`config.mk`:
```
export PLATFORM = sky130hd
export DESIGN_NAME = lut_table_loader
export DESIGN_NICKNAME = d
export VERILOG_FILES = /design/src/rtl/lut_table_loader.sv
export SDC_FILE = /design/constraint.sdc
export NUM_CORES = 1
export LEC_CHECK = 0
export ABC_CLOCK_PERIOD_IN_PS = 5200
export BUFFER_PORTS_ARGS = -buffer_cell sky130_fd_sc_hd__buf_4
export CAP_MARGIN = 15
export CORE_ASPECT_RATIO = 2
export CORE_MARGIN = 4
export CORE_UTILIZATION = 43
export CTS_CLUSTER_SIZE = 16
export DETAILED_ROUTE_END_ITERATION = 8
export PLACE_DENSITY_LB_ADDON = 0.25
export SLEW_MARGIN = 40
export SYNTH_ARGS = -nofsm -noshare
export SYNTH_HDL_FRONTEND = slang
export SYNTH_SLANG_ARGS = --single-unit
```
`constraint.sdc`:
```
create_clock -name clk -period 5.2 [get_ports clk]
set_clock_uncertainty 0.05 [all_clocks]
set_input_delay 0.78 -clock clk [delete_from_list [all_inputs] [get_ports clk]]
set_output_delay 0.78 -clock clk [all_outputs]
set_load 0.05 [all_outputs]
```
`src/rtl/lut_table_loader.sv`:
```
// lut_table_loader
//   Holds a 2**IN_BITS x 1 truth table for a LUT neuron. The table is written
//   one byte at a time over a valid/ready config stream and then looked up by
//   operands arriving on a valid/ready input stream. The result goes out
//   through a single-entry output register with valid/ready handshaking.
//
// Ports
//   clk        sole clock, rising edge
//   rst        synchronous active-high reset
//   cfg_valid  config byte offered
//   cfg_ready  config byte accepted (always 1)
//   cfg_data   eight consecutive table entries, bit 0 = lowest index
//   cfg_last   marks the final byte of a table
//   in_valid   lookup operand offered
//   in_ready   operand accepted
//   in_data    LUT index
//   out_valid  result held in the output register
//   out_ready  downstream consumes the result
//   out_data   looked-up table entry
//   loaded     a complete, correctly framed table is present
//   load_err   sticky framing error from the last load
module lut_table_loader #(
  parameter int IN_BITS = 6
) (
  input  logic               clk,
  input  logic               rst,
  input  logic               cfg_valid,
  output logic               cfg_ready,
  input  logic [7:0]         cfg_data,
  input  logic               cfg_last,
  input  logic               in_valid,
  output logic               in_ready,
  input  logic [IN_BITS-1:0] in_data,
  output logic               out_valid,
  input  logic               out_ready,
  output logic               out_data,
  output logic               loaded,
  output logic               load_err
);

  localparam int NUM_ENTRIES = 2 ** IN_BITS;
  localparam int NUM_BYTES   = NUM_ENTRIES / 8;
  // Counter is kept at least one bit wide so IN_BITS=3 (a single byte) works.
  localparam int CW          = (NUM_BYTES > 1) ? $clog2(NUM_BYTES) : 1;
  localparam logic [CW-1:0] LAST_POS = CW'(NUM_BYTES - 1);

  typedef enum logic [1:0] {
    EMPTY   = 2'd0,
    LOADING = 2'd1,
    ARMED   = 2'd2
  } state_t;

  state_t              state, state_n;
  logic [CW-1:0]       cnt, cnt_n;
  logic                loaded_n, load_err_n;
  logic [CW-1:0]       pos;
  logic [NUM_ENTRIES-1:0] table_q;
  logic                in_xfer;

  assign cfg_ready = 1'b1;

  // A transfer outside LOADING starts a new table at byte 0.
  assign pos = (state == LOADING) ? cnt : '0;

  // Config traffic blocks lookups combinationally so the two never share a cycle.
  assign in_ready = (state == ARMED) && !cfg_valid && (!out_valid || out_ready);
  assign in_xfer  = in_valid && in_ready;

  always_comb begin
    state_n    = state;
    cnt_n      = cnt;
    loaded_n   = loaded;
    load_err_n = load_err;
    if (cfg_valid) begin
      if (state != LOADING) begin
        loaded_n   = 1'b0;
        load_err_n = 1'b0;
      end
      if (pos == LAST_POS) begin
        cnt_n = '0;
        if (cfg_last) begin
          loaded_n = 1'b1;
          state_n  = ARMED;
        end else begin
          load_err_n = 1'b1;
          state_n    = EMPTY;
        end
      end else if (cfg_last) begin
        cnt_n      = '0;
        load_err_n = 1'b1;
        state_n    = EMPTY;
      end else begin
        cnt_n   = pos + 1'b1;
        state_n = LOADING;
      end
    end
  end

  always_ff @(posedge clk) begin
    if (rst) begin
      state    <= EMPTY;
      cnt      <= '0;
      loaded   <= 1'b0;
      load_err <= 1'b0;
    end else begin
      state    <= state_n;
      cnt      <= cnt_n;
      loaded   <= loaded_n;
      load_err <= load_err_n;
    end
  end

  // Table storage is deliberately not reset.
  always_ff @(posedge clk) begin
    if (!rst && cfg_valid) begin
      table_q[{pos, 3'b000} +: 8] <= cfg_data;
    end
  end

  always_ff @(posedge clk) begin
    if (rst) begin
      out_valid <= 1'b0;
      out_data  <= 1'b0;
    end else if (in_xfer) begin
      out_valid <= 1'b1;
      out_data  <= table_q[in_data];
    end else if (out_ready) begin
      out_valid <= 1'b0;
    end
  end

endmodule

```
==> results of run 1 <==
per-layer routing:
layer,part of all wire (%),global-route usage (%)
met1,37,18.2
met2,56,30.0
met3,3.2,3.19
met4,3.6,9.00
met5,0,0
path summary, 6_finish.rpt:
kind                     end  slack, ns  depth (start not counted)
setup / recovery  table_q[0]       1.92                          8
hold / removal        loaded       0.42                          2
setup reg to reg  table_q[0]       1.92                          8
hold reg to reg       loaded       0.42                          2
registers in the layout, summed over array words and instances, names as in the netlist:
signal and cells:
out_valid 1, out_data 1, table_q 64, state 2
loaded 1, load_err 1, cnt 3
placed cells by master (no fill, tap or decap), types with 3 or more instances in the layout:
cell type	count
sky130_fd_sc_hd__mux4_1	6
sky130_fd_sc_hd__a21oi_1	5
sky130_fd_sc_hd__and2_1	56
sky130_fd_sc_hd__ha_1	5
sky130_fd_sc_hd__dfxtp_1	9
sky130_fd_sc_hd__a22oi_1	3
sky130_fd_sc_hd__buf_4	25
sky130_fd_sc_hd__inv_1	4
sky130_fd_sc_hd__nor2_1	15
sky130_fd_sc_hd__nor3_2	6
sky130_fd_sc_hd__bufinv_16	4
sky130_fd_sc_hd__nand2_1	10
sky130_fd_sc_hd__nand3_1	7
sky130_fd_sc_hd__nor3_1	3
sky130_fd_sc_hd__clkbuf_16	9
sky130_fd_sc_hd__nor2b_1	3
sky130_fd_sc_hd__and3_1	9
sky130_fd_sc_hd__nand2b_1	9
sky130_fd_sc_hd__mux2i_1	6
sky130_fd_sc_hd__nand3b_1	3
sky130_fd_sc_hd__mux2_2	4
sky130_fd_sc_hd__edfxtp_1	64
sky130_fd_sc_hd__mux4_2	6
logic make-up (layout without fill, tap and decap cells):
kind of cell | count (synthesis) | count (layout)
simple gates | 125 | 125
flops | 73 | 73
mux | 22 | 22
compound gates | 19 | 19
buf+inv | 15 | 46
fa+ha+maj | 5 | 5
other cells | 1 | 1
xor+xnor | 1 | 1
through the flow:
| step | instances | instance area [um2] | hold WS [ns] | utilization [%] |
|---|---|---|---|---|
| 2_1_floorplan | 261 | 3500 | 0.423 | - |
| 3_3_place_gp | 372 | 3740 | 0.396 | 47.0 |
| 3_5_place_dp | 372 | 3770 | 0.408 | 47.4 |
| 4_1_cts | 388 | 4130 | 0.419 | 52.0 |
| 5_1_grt | 388 | 4130 | 0.457 | 52.0 |
| 6_report | 388 | 4130 | 0.416 | 52.0 |
critical path, cell delays in order, from the launching register on:
cell and delay, ns:
sky130_fd_sc_hd__dfxtp_1 0.36, sky130_fd_sc_hd__nor2b_1 0.26, sky130_fd_sc_hd__nand2_1 0.30, sky130_fd_sc_hd__ha_1 0.30, sky130_fd_sc_hd__ha_1 0.33, sky130_fd_sc_hd__nor2_1 0.37, sky130_fd_sc_hd__and3_1 0.37, sky130_fd_sc_hd__inv_1 0.07
sky130_fd_sc_hd__nor2_1 0.50
area by class of cell:
class                      instances  area, um2
multi-input combinational        173       1340
clock inverter                     7        143
clock buffer                       9        225
inverter                           5       18.8
fill                             678       3810
sequential                        73       2100
tap                               96        120
timing repair buffer              25        188
power by group through the flow:
stage	registers [uW]	clock network, uW	logic (uW)
after global placement	650	0	76.6
after global routing	638	779	84.2
after floorplan	651	0	44.7
final	638	745	76.8
after CTS	638	756	78.6
after detailed placement	650	0	78.2
synthesized netlist by cell type (all sizes together) (3+ instances only):
| master | number |
|---|---|
| a21oi | 5 |
| a22oi | 3 |
| and2 | 56 |
| and3 | 9 |
| buf | 6 |
| clkbuf | 4 |
| dfxtp | 9 |
| edfxtp | 64 |
| ha | 5 |
| inv | 4 |
| mux2 | 4 |
| mux2i | 6 |
| mux4 | 12 |
| nand2 | 10 |
| nand2b | 9 |
| nand3 | 7 |
| nand3b | 3 |
| nor2 | 15 |
| nor2b | 3 |
| nor3 | 9 |
| o21ai | 3 |
==> results.txt, run 1 <==
----------------------------------------------------
[Layout]
  Final Net Count ... 312
  Share of post-route cells with drive strength above 1 ... 19.5%
  Growth of design area from synthesis to finish ... 18.2%
  # diodes ... 0

[Yosys]
  Cell type with the highest aggregate area in the netlist ... sky130_fd_sc_hd__edfxtp_1
  Number of library cell types mapped by synthesis ... 37
  Top cell type's share of synthesized area ... 55.0%
  Simple-Gate Fraction of Synth Area ... 20.3%
  Dominant synthesized flop cell ... sky130_fd_sc_hd__edfxtp_1
  Number of standard cells after synthesis ... 261
  Register bit count reported by yosys ... 73
  Post-Synthesis Net Count ... 286
  Proportion of synthesized chip area in sequential cells ... 60.1%
  Portion of netlist area occupied by mux cells ... 11.4%
  Synthesized-area fraction occupied by ao, oa, aoi and oai cells ... 3.54%
  Synth Warn # ... 0
  XOR/XNOR share of the synthesized area ... 0.250%
  Largest family of logic cells by synthesized area ... simple AND/OR/NAND/NOR gates
  Area share of fa/ha/maj cells after synthesis ... 1.79%
  Leading cell types by total area after synthesis ... sky130_fd_sc_hd__edfxtp_1, sky130_fd_sc_hd__and2_1, sky130_fd_sc_hd__dfxtp_1
  Post-synth design cell area ... 0.00350 mm2
  Asr flop ratio synth ... 0%
  Post-synthesis area per instance ... 13.4 um2
  Number of synthesized flops with an enable pin ... 64

[Detailed routing]
  Post-detailed-route DRC marker count ... 0
  Total vias in the final route ... 2,104
  Average routed wire per standard cell ... 18.5 um
  Number of DRC markers in iteration 0 ... 59
  Via density per instance ... 5.42
  Antenna viol nets, final ... 0
  Detailed Routing Iterations Pass 1 ... 6
  Post-Route WL ... 7.19 mm

[Clocking]
  Count of hold buffers inserted by post-cts repair ... 0
  Library cell used as clock root buffer ... sky130_fd_sc_hd__clkbuf_16
  Worst-skew pair later-pin latency ... 0.33 ns
  Clock buffer count from CTS ... 9
  Clock tree buffer depth ... 2
  Post-CTS repair timing setup buffer count ... 0
  PostCTS Resize Cnt ... 0
  Clock tree from TritonCTS ... yes
  Clock transition time at the flip-flop clock pins of the worst setup and hold paths ... 0.06 ns
  Number of clock sinks seen by CTS ... 73
  H-tree depth reported by CTS ... 3

[STA]
  Highest clock rate ... 0.305 GHz
  Total of endpoints with negative setup slack in the final report ... 0
  Least-Margin Pin Slew ... 0.635 ns
  Final period util ... 63.1%
  Setup total negative slack ... 0 ns
  Max-slew headroom at the worst pin ... 57.4%
  Final Critical Period ... 3.28 ns
  Count of pins over their slew limit ... 0
  Post-layout worst setup margin ... 1.92 ns
  RSZ-0062 raised after global routing ... false
  Final hold violation count ... 0

[Setup path]
  CP Class ... reg -> reg
  Crit path capture type ... register
  Worst setup path startpoint ... state[0]
  Launching point of the worst reg2reg path ... state[0]
  Type of origin of the critical path ... register
  CP required ... 5.11 ns
  Crit path max fanout ... 10
  Arrival time of the worst setup path ... 3.19 ns

[Power]
  Sequential Power Share ... 43.7%
  Overall power after layout ... 1460 uW
  Combinational group share of total power ... 5.3%
  Leakage power total ... 0.00144 uW
  Power density cells ... 353 mW/mm2
  Maximum vdd ir drop ... 0.000237 V
  Sw Pwr ... 275 uW
  Sw frac ... 18.8%
  Clock network power share ... 51.0%
  Cell internal power dissipation ... 1180 uW

[Placed design]
  Final HPWL from detailed placement ... 5.27 mm
  Gp weighted congestion ... 0.825
  IO Port Bufs ... 24
  Setup slack after placement ... 1.93 ns

[Flow run]
  Max capacitance violation total ... 0

[Floorplan]
  Height of the chip ... 136 um
  Boundary pin count ... 26
  DIE AREA ... 0.00973 mm2
  Placeable Area ... 0.00794 mm2
  Die span in x ... 71.8 um
  Initial Utilization ... 44.0%
  Std-Cell Rows ... 46

[Hold path]
  Min-delay worst type ... reg -> reg
  Worst Min Path Start ... loaded

[GRT]
  Total grt overflow ... 0
  Initial antenna violation count ... 0
  Number of global-route vias before repair ... 2,182
  Total global routing track utilization ... 16.8%
  Largest net degree at the start of global routing ... 21
  First-pass GRT wire length ... 11.7 mm

[Run status]
  Outcome ... finished clean

----------------------------------------------------
Power figures use the tool's default switching activity.
==> run 2: changes to the inputs <==
Settings changed: ABC_CLOCK_PERIOD_IN_PS 5200 to 2750.
Clock period 5.2 ns to 2.75 ns, I/O delays scaled along.
==> run 2 against run 1 <==
  * Global-route usage up 0.27 points
  * Combinational power up 88%
  * Clock-buffer cell count up 2
  * Register-to-register slack worse by 1.6 ns
  * Highest routed layer unchanged
  * Sequential share of layout area up 0.94 points
  * Routed wire length up 0.81%
  * Die area unchanged
  * Critical path type unchanged
  * Clock power up 34%
==> results.txt, run 2 (synthesis results as in run 1) <==
----------------------------------------------------
[Floorplan]
  Die span in x ... 71.8 um (unchanged)
  Placeable Area ... 0.00794 mm2 (unchanged)
  Initial Utilization ... 44.0% (unchanged)
  Std-Cell Rows ... 46 (unchanged)
  Boundary pin count ... 26 (unchanged)
  DIE AREA ... 0.00973 mm2 (unchanged)
  Height of the chip ... 136 um (unchanged)

[Layout]
  Final Net Count ... 320 (was 312)
  Register with the highest flop count ... table_q (unchanged)
  Leading cell types in the layout, fill and taps excluded ... sky130_fd_sc_hd__edfxtp_1, sky130_fd_sc_hd__and2_1, sky130_fd_sc_hd__buf_4 (unchanged)
  Growth of design area from synthesis to finish ... 16.1% (was 18.2%)
  Fin area ... 0.00406 mm2 (was 0.00413 mm2)
  Fin util ... 51.1% (was 52.0%)
  Biggest regs ... table_q: 64 flops, cnt: 3 flops, state: 2 flops (unchanged)
  # diodes ... 0 (unchanged)
  Number of flip-flops in the largest register ... 64 (unchanged)
  Fill cell count ... 710 (was 678)
  Most frequent standard cell in the layout excluding fill and tap cells ... sky130_fd_sc_hd__edfxtp_1 (unchanged)
  Share of post-route cells with drive strength above 1 ... 18.7% (was 19.5%)

[GRT]
  Largest net degree at the start of global routing ... 21 (unchanged)
  Total grt overflow ... 0 (unchanged)
  Number of global-route vias before repair ... 2,213 (was 2,182)
  Initial antenna violation count ... 0 (unchanged)
  First-pass GRT wire length ... 11.9 mm (was 11.7 mm)
  Total global routing track utilization ... 17.0% (was 16.8%)

[STA]
  Final hold violation count ... 0 (unchanged)
  Total of endpoints with negative setup slack in the final report ... 0 (unchanged)
  Final Critical Period ... 2.44 ns (was 3.28 ns)
  Final period util ... 88.9% (was 63.1%)
  Fin Hold WS ... 0.293 ns (was 0.416 ns)
  Setup total negative slack ... 0 ns (unchanged)
  RSZ-0062 raised after global routing ... false (unchanged)
  Count of pins over their slew limit ... 0 (unchanged)
  Highest clock rate ... 0.409 GHz (was 0.305 GHz)

[Detailed routing]
  Number of DRC markers in iteration 0 ... 49 (was 59)
  Average routed wire per standard cell ... 18.3 um (was 18.5 um)
  Post-Route WL ... 7.25 mm (was 7.19 mm)
  Total vias in the final route ... 2,130 (was 2,104)
  Antenna viol nets, final ... 0 (unchanged)
  Wire length on met1 ... 2.61 mm (was 2.68 mm)
  Post-detailed-route DRC marker count ... 0 (unchanged)
  Detailed Routing Iterations Pass 1 ... 4 (was 6)
  Wire length on met2 ... 4.05 mm (was 4.02 mm)
  Top sig layer ... met4 (unchanged)
  Via density per instance ... 5.38 (was 5.42)
  Met3 WL ... 330 um (was 229 um)

[Clocking]
  Clock tree buffer depth ... 2 (unchanged)
  Number of clock sinks seen by CTS ... 73 (unchanged)
  Library cell used as clock root buffer ... sky130_fd_sc_hd__clkbuf_16 (unchanged)
  Clock transition time at the flip-flop clock pins of the worst setup and hold paths ... 0.06 ns (about the same)
  Clock buffer count from CTS ... 9 (unchanged)
  Worst-skew pair later-pin latency ... 0.33 ns (about the same)
  Clock tree from TritonCTS ... yes (unchanged)
  Post-CTS repair timing setup buffer count ... 0 (unchanged)
  H-tree depth reported by CTS ... 3 (unchanged)

[Setup path]
  Arrival time of the worst setup path ... 2.41 ns (was 3.19 ns)
  Most used cell along the critical path ... sky130_fd_sc_hd__ha_1
  Crit path max fanout ... 9 (was 10)
  Delay of the slowest cell on the worst path ... 0.36 ns (was 0.50 ns)
  Type of origin of the critical path ... register (unchanged)
  Depth of the worst register-to-register path ... 8 (unchanged)
  Worst path slowest cell ... sky130_fd_sc_hd__dfxtp_1 (was sky130_fd_sc_hd__nor2_1)
  Crit path capture type ... register (unchanged)
  Launching point of the worst reg2reg path ... state[0] (unchanged)
  R2r setup slk ... 0.31 ns (was 1.92 ns)
  Family with the most delay on the worst path ... simple AND/OR/NAND/NOR gates (unchanged)
  Terminus of the critical flop-to-flop path ... table_q[1] (was table_q[0])
  Buf+Inv Stages, Crit Path ... 1 (unchanged)
  CP required ... 2.71 ns (was 5.11 ns)
  CP Class ... reg -> reg (unchanged)
  Cells along the critical path ... nor2b_1 -> nand2_1 -> ha_1 -> ha_1 -> nor2_1 -> and3_1 -> inv_1 -> nor2_4 (was nor2b_1 -> nand2_1 -> ha_1 -> ha_1 -> nor2_1 -> and3_1 -> inv_1 -> nor2_1)

[Placed design]
  IO Port Bufs ... 24 (unchanged)
  Gp weighted congestion ... 0.864 (was 0.825)
  Final HPWL from detailed placement ... 5.36 mm (was 5.27 mm)
  Placed cell areas ... 0.00380 mm2 (was 0.00377 mm2)

[Power]
  Maximum vdd ir drop ... 0.000422 V (was 0.000237 V)
  Leakage power total ... 0.00143 uW (was 0.00144 uW)
  Power density cells ... 579 mW/mm2 (was 353 mW/mm2)

[Hold path]
  Worst Min Path Start ... rst (was loaded)
  Min-delay worst type ... in -> reg (was reg -> reg)
  Endpoint of the worst hold-timing path ... cnt[1] (was loaded)
  Number of cells traversed by the worst hold path ... 2 (unchanged)

[Run status]
  Outcome ... finished clean (unchanged)

[Flow run]
  Max capacitance violation total ... 0 (unchanged)

----------------------------------------------------
## run 2: final cells by class
| cell class | count | area [um2] | area share, % |
|---|---|---|---|
| clock buffers | 11 | 233 | 5.73 |
| clock inverters | 5 | 22.5 | 0.555 |
| inverters | 5 | 18.8 | 0.462 |
| multi-input cells | 173 | 1320 | 32.4 |
| flip-flops and latches | 73 | 2100 | 51.8 |
| well taps | 96 | 120 | 2.96 |
| repair buffers | 33 | 248 | 6.10 |
## run 2: how the worst max path moves through the flow
stage | startpoint | end | slack (ns) | depth (start not counted)
after detailed placement | state[0] | table_q[5] | 0.24 | 8
final | state[0] | table_q[1] | 0.31 | 8
after CTS | state[0] | table_q[5] | 0.22 | 8
after floorplan | state[0] | table_q[56] | 0.04 | 5
after global routing | state[0] | table_q[4] | 0.04 | 8
after global placement | state[0] | table_q[4] | 0.34 | 8
## run 2: stage by stage
step	total power, uW	cells	setup WS (ns)
2_1_floorplan	1320	261	0.0441
3_3_place_gp	1370	380	0.344
3_5_place_dp	1380	380	0.240
4_1_cts	2370	396	0.217
5_1_grt	2450	396	0.0394
6_report	2350	396	0.306
## run 2: what timing repair did
action | 4_1_cts | 5_1_grt
resized for setup | 0 | 1
endpoints found under the setup margin | 0 | 8
hold buffers | 0 | 0
endpoints found under the hold margin | 0 | 0
## run 2: power by group
group	total (uW)	internal (uW)	switching [uW]	leakage, uW
registers	1210	1200	3.76	0.000601
clock network	997	599	399	0.000128
logic	144	61.1	83.0	0.000704
## run 2: metal layers
layer,vias to the layer above,global-route usage [%]
met5,-,0
met4,0,8.37
met3,17,4.46
met2,48,30.5
met1,1027,18.0
li1,1038,-
==> run 3: changes to the inputs <==
Settings changed: ABC_AREA set to 1, CELL_PAD_IN_SITES_DETAIL_PLACEMENT set to 1, CELL_PAD_IN_SITES_GLOBAL_PLACEMENT set to 2, CORE_UTILIZATION 43 to 34.
==> run 3 against run 2 <==
  * Sequential share of layout area shrank 2.4 points
  * Largest cell class unchanged
  * First-iteration DRC count rose to 3.6 times the previous value
  * Combinational power up 37%
  * Final cell count is 42% higher
  * Highest routed layer unchanged
  * Critical path type unchanged
  * Clock power is 27% higher
  * Synthesized cell count is 49% higher
  * Critical endpoint is now table_q[55]
  * Flip-flop and latch count did not move
  * Core utilization down 10 points
  * Critical path depth grew 3
==> results.txt, run 3 <==
----------------------------------------------------
[GRT]
  Total global routing track utilization ... 17.3% (was 17.0%)
  Total grt overflow ... 0 (unchanged)
  Initial antenna violation count ... 0 (unchanged)
  Number of global-route vias before repair ... 2,868 (was 2,213)
  Gr busiest metal ... met2 (unchanged)
  Met1 layer usage reported by global route ... 17.7% (was 18.0%)
  Met3 usage ... 2.81% (was 4.46%)
  M2 GR Usage ... 34.1% (was 30.5%)
  First-pass GRT wire length ... 15.5 mm (was 11.9 mm)
  Largest net degree at the start of global routing ... 33 (was 21)

[Clocking]
  Post-CTS repair timing setup buffer count ... 0 (unchanged)
  Count of hold buffers inserted by post-cts repair ... 0 (unchanged)
  Clock tree from TritonCTS ... yes (unchanged)
  Number of clock sinks seen by CTS ... 73 (unchanged)
  Clock tree buffer depth ... 2 (unchanged)
  PostCTS Resize Cnt ... 0 (unchanged)
  H-tree depth reported by CTS ... 3 (unchanged)
  Clock transition time at the flip-flop clock pins of the worst setup and hold paths ... 0.06 ns (about the same)
  Library cell used as clock root buffer ... sky130_fd_sc_hd__clkbuf_16 (unchanged)
  Worst-skew pair later-pin latency ... 0.33 ns (about the same)
  Clock buffer count from CTS ... 9 (unchanged)

[Layout]
  Biggest regs ... table_q: 64 flops, cnt: 3 flops, state: 2 flops (unchanged)
  Growth of design area from synthesis to finish ... 17.6% (was 16.1%)
  Share of post-route cells with drive strength above 1 ... 16.7% (was 18.7%)
  Leading cell types in the layout, fill and taps excluded ... sky130_fd_sc_hd__nand2_1, sky130_fd_sc_hd__nor2_1, sky130_fd_sc_hd__edfxtp_1 (was sky130_fd_sc_hd__edfxtp_1, sky130_fd_sc_hd__and2_1, sky130_fd_sc_hd__buf_4)
  Multi-input gate area ... 0.00124 mm2 (was 0.00132 mm2)
  Most frequent standard cell in the layout excluding fill and tap cells ... sky130_fd_sc_hd__nand2_1 (was sky130_fd_sc_hd__edfxtp_1)
  Register with the highest flop count ... table_q (unchanged)
  Final Net Count ... 444 (was 320)
  Fill cell count ... 1,277 (was 710)
  # diodes ... 0 (unchanged)
  Seq. cell area ... 0.00210 mm2 (unchanged)
  Number of flip-flops in the largest register ... 64 (unchanged)

[Yosys]
  Top cells by instance count after synthesis ... sky130_fd_sc_hd__nand2_1, sky130_fd_sc_hd__nor2_1, sky130_fd_sc_hd__edfxtp_1 (was sky130_fd_sc_hd__edfxtp_1, sky130_fd_sc_hd__and2_1, sky130_fd_sc_hd__nor2_1)
  Asr flop ratio synth ... 0% (unchanged)
  Post-synthesis area per instance ... 9.29 um2 (was 13.4 um2)
  Proportion of synthesized chip area in sequential cells ... 58.0% (was 60.1%)
  Number of synthesized flops with an enable pin ... 64 (unchanged)
  Dominant synthesized flop cell ... sky130_fd_sc_hd__edfxtp_1 (unchanged)
  Post-synth design cell area ... 0.00362 mm2 (was 0.00350 mm2)
  Leading cell types by total area after synthesis ... sky130_fd_sc_hd__edfxtp_1, sky130_fd_sc_hd__nand2_1, sky130_fd_sc_hd__nand3_1 (was sky130_fd_sc_hd__edfxtp_1, sky130_fd_sc_hd__and2_1, sky130_fd_sc_hd__dfxtp_1)
  Cell type with the highest aggregate area in the netlist ... sky130_fd_sc_hd__edfxtp_1 (unchanged)
  Synth Warn # ... 0 (unchanged)
  Top cell type's share of synthesized area ... 53.1% (was 55.0%)
  Library cell with the highest instance count after synthesis ... sky130_fd_sc_hd__nand2_1 (was sky130_fd_sc_hd__edfxtp_1)
  Number of library cell types mapped by synthesis ... 31 (was 37)
  Post-Synthesis Net Count ... 415 (was 286)
  Register bit count reported by yosys ... 73 (unchanged)
  Number of standard cells after synthesis ... 390 (was 261)

[Setup path]
  Type of origin of the critical path ... register (unchanged)
  Arrival time of the worst setup path ... 2.52 ns (was 2.41 ns)
  CP required ... 2.74 ns (was 2.71 ns)
  Crit path capture type ... register (unchanged)
  Crit path max fanout ... 9 (unchanged)
  CP Class ... reg -> reg (unchanged)

[Floorplan]
  Initial Utilization ... 34.6% (was 44.0%)
  Height of the chip ... 154 um (was 136 um)
  Boundary pin count ... 26 (unchanged)
  Placeable Area ... 0.0105 mm2 (was 0.00794 mm2)
  Std-Cell Rows ... 53 (was 46)
  Die span in x ... 81.0 um (was 71.8 um)
  DIE AREA ... 0.0125 mm2 (was 0.00973 mm2)

[Detailed routing]
  Via density per instance ... 4.90 (was 5.38)
  Antenna viol nets, final ... 0 (unchanged)
  Total vias in the final route ... 2,748 (was 2,130)
  Post-Route WL ... 9.88 mm (was 7.25 mm)
  Average routed wire per standard cell ... 17.6 um (was 18.3 um)
  Post-detailed-route DRC marker count ... 0 (unchanged)
  Detailed Routing Iterations Pass 1 ... 4 (unchanged)
  Number of DRC markers in iteration 0 ... 178 (was 49)

[Placed design]
  Gp weighted congestion ... 0.777 (was 0.864)
  Setup slack after placement ... 0.217 ns (was 0.240 ns)
  Final HPWL from detailed placement ... 7.34 mm (was 5.36 mm)
  IO Port Bufs ... 24 (unchanged)

[STA]
  Post-layout worst setup margin ... 0.220 ns (was 0.306 ns)
  RSZ-0062 raised after global routing ... false (unchanged)
  Setup total negative slack ... 0 ns (unchanged)
  Total of endpoints with negative setup slack in the final report ... 0 (unchanged)
  Final Critical Period ... 2.53 ns (was 2.44 ns)
  Final period util ... 92.0% (was 88.9%)
  Final hold violation count ... 0 (unchanged)
  Highest clock rate ... 0.395 GHz (was 0.409 GHz)
  Count of pins over their slew limit ... 0 (unchanged)

[Flow run]
  Max capacitance violation total ... 0 (unchanged)

[Run status]
  Outcome ... finished clean (unchanged)

[Hold path]
  Min-delay worst type ... in -> reg (unchanged)

[Power]
  Leakage power total ... 0.00174 uW (was 0.00143 uW)
  Maximum vdd ir drop ... 0.000436 V (was 0.000422 V)
  Power density cells ... 628 mW/mm2 (was 579 mW/mm2)

----------------------------------------------------
run 3: metal layers:
| layer | routed length, um | vias to the layer above |
|---|---|---|
| li1 | - | 1341 |
| met1 | 3540 | 1345 |
| met2 | 5890 | 54 |
| met3 | 317 | 8 |
| met4 | 133 | 0 |
| met5 | 0 | - |
run 3: worst max-delay path, cell delays in order (launching register included):
cell	delay, ns
sky130_fd_sc_hd__dfxtp_1	0.34
sky130_fd_sc_hd__inv_2	0.06
sky130_fd_sc_hd__nor2_4	0.14
sky130_fd_sc_hd__inv_4	0.07
sky130_fd_sc_hd__nor2_8	0.13
sky130_fd_sc_hd__inv_4	0.08
sky130_fd_sc_hd__ha_1	0.39
sky130_fd_sc_hd__inv_1	0.16
sky130_fd_sc_hd__nor3_4	0.26
sky130_fd_sc_hd__nand3_2	0.23
sky130_fd_sc_hd__nor2_1	0.14
sky130_fd_sc_hd__buf_4	0.18
run 3: final cells by class:
type,count,area share (%)
clock inverter,4,1.79
tap,137,4.02
inverter,37,3.52
timing repair buffer,35,6.17
multi-input combinational,263,29.1
sequential,73,49.3
clock buffer,12,6.02
run 3: kinds of logic after synthesis:
| family | synth area share (%) |
|---|---|
| DFF | 58.0 |
| other | 0.104 |
| AOI/OAI and AO/OA | 1.93 |
| adders and majority gates | 1.73 |
| and+or+nand+nor | 30.5 |
| buffers and inverters | 7.70 |
run 3: path summary, 6_finish.rpt:
check	to	startpoint	depth (start not counted)	slack, ns
worst max register to register	table_q[55]	state[0]	11	0.22
worst min-delay path	state[1]	rst	2	0.28
worst min register to register	cnt[2]	cnt[2]	2	0.42
worst max-delay path	table_q[55]	state[0]	11	0.22
run 3: stage by stage:
stage / hold slack, ns / util [%] / power (uW) / cell area, um2 / cells
4_1_cts: 0.272 / 40.7 / 2700 / 4260 / 561
3_3_place_gp: 0.404 / 37.5 / 1430 / 3930 / 545
5_1_grt: 0.290 / 40.7 / 2770 / 4260 / 561
3_5_place_dp: 0.417 / 37.5 / 1430 / 3930 / 545
2_1_floorplan: 0.395 / - / 1360 / 3620 / 390
6_report: 0.277 / 40.7 / 2680 / 4260 / 561
run 3: report_power, final:
part	internal (uW)	total [uW]	leakage [uW]	switching (uW)
Combinational	58.3	197	0.000883	139
Clock	845	1270	0.000159	428
Sequential	1200	1210	0.000697	3.16
Total	2110	2680	0.00174	570
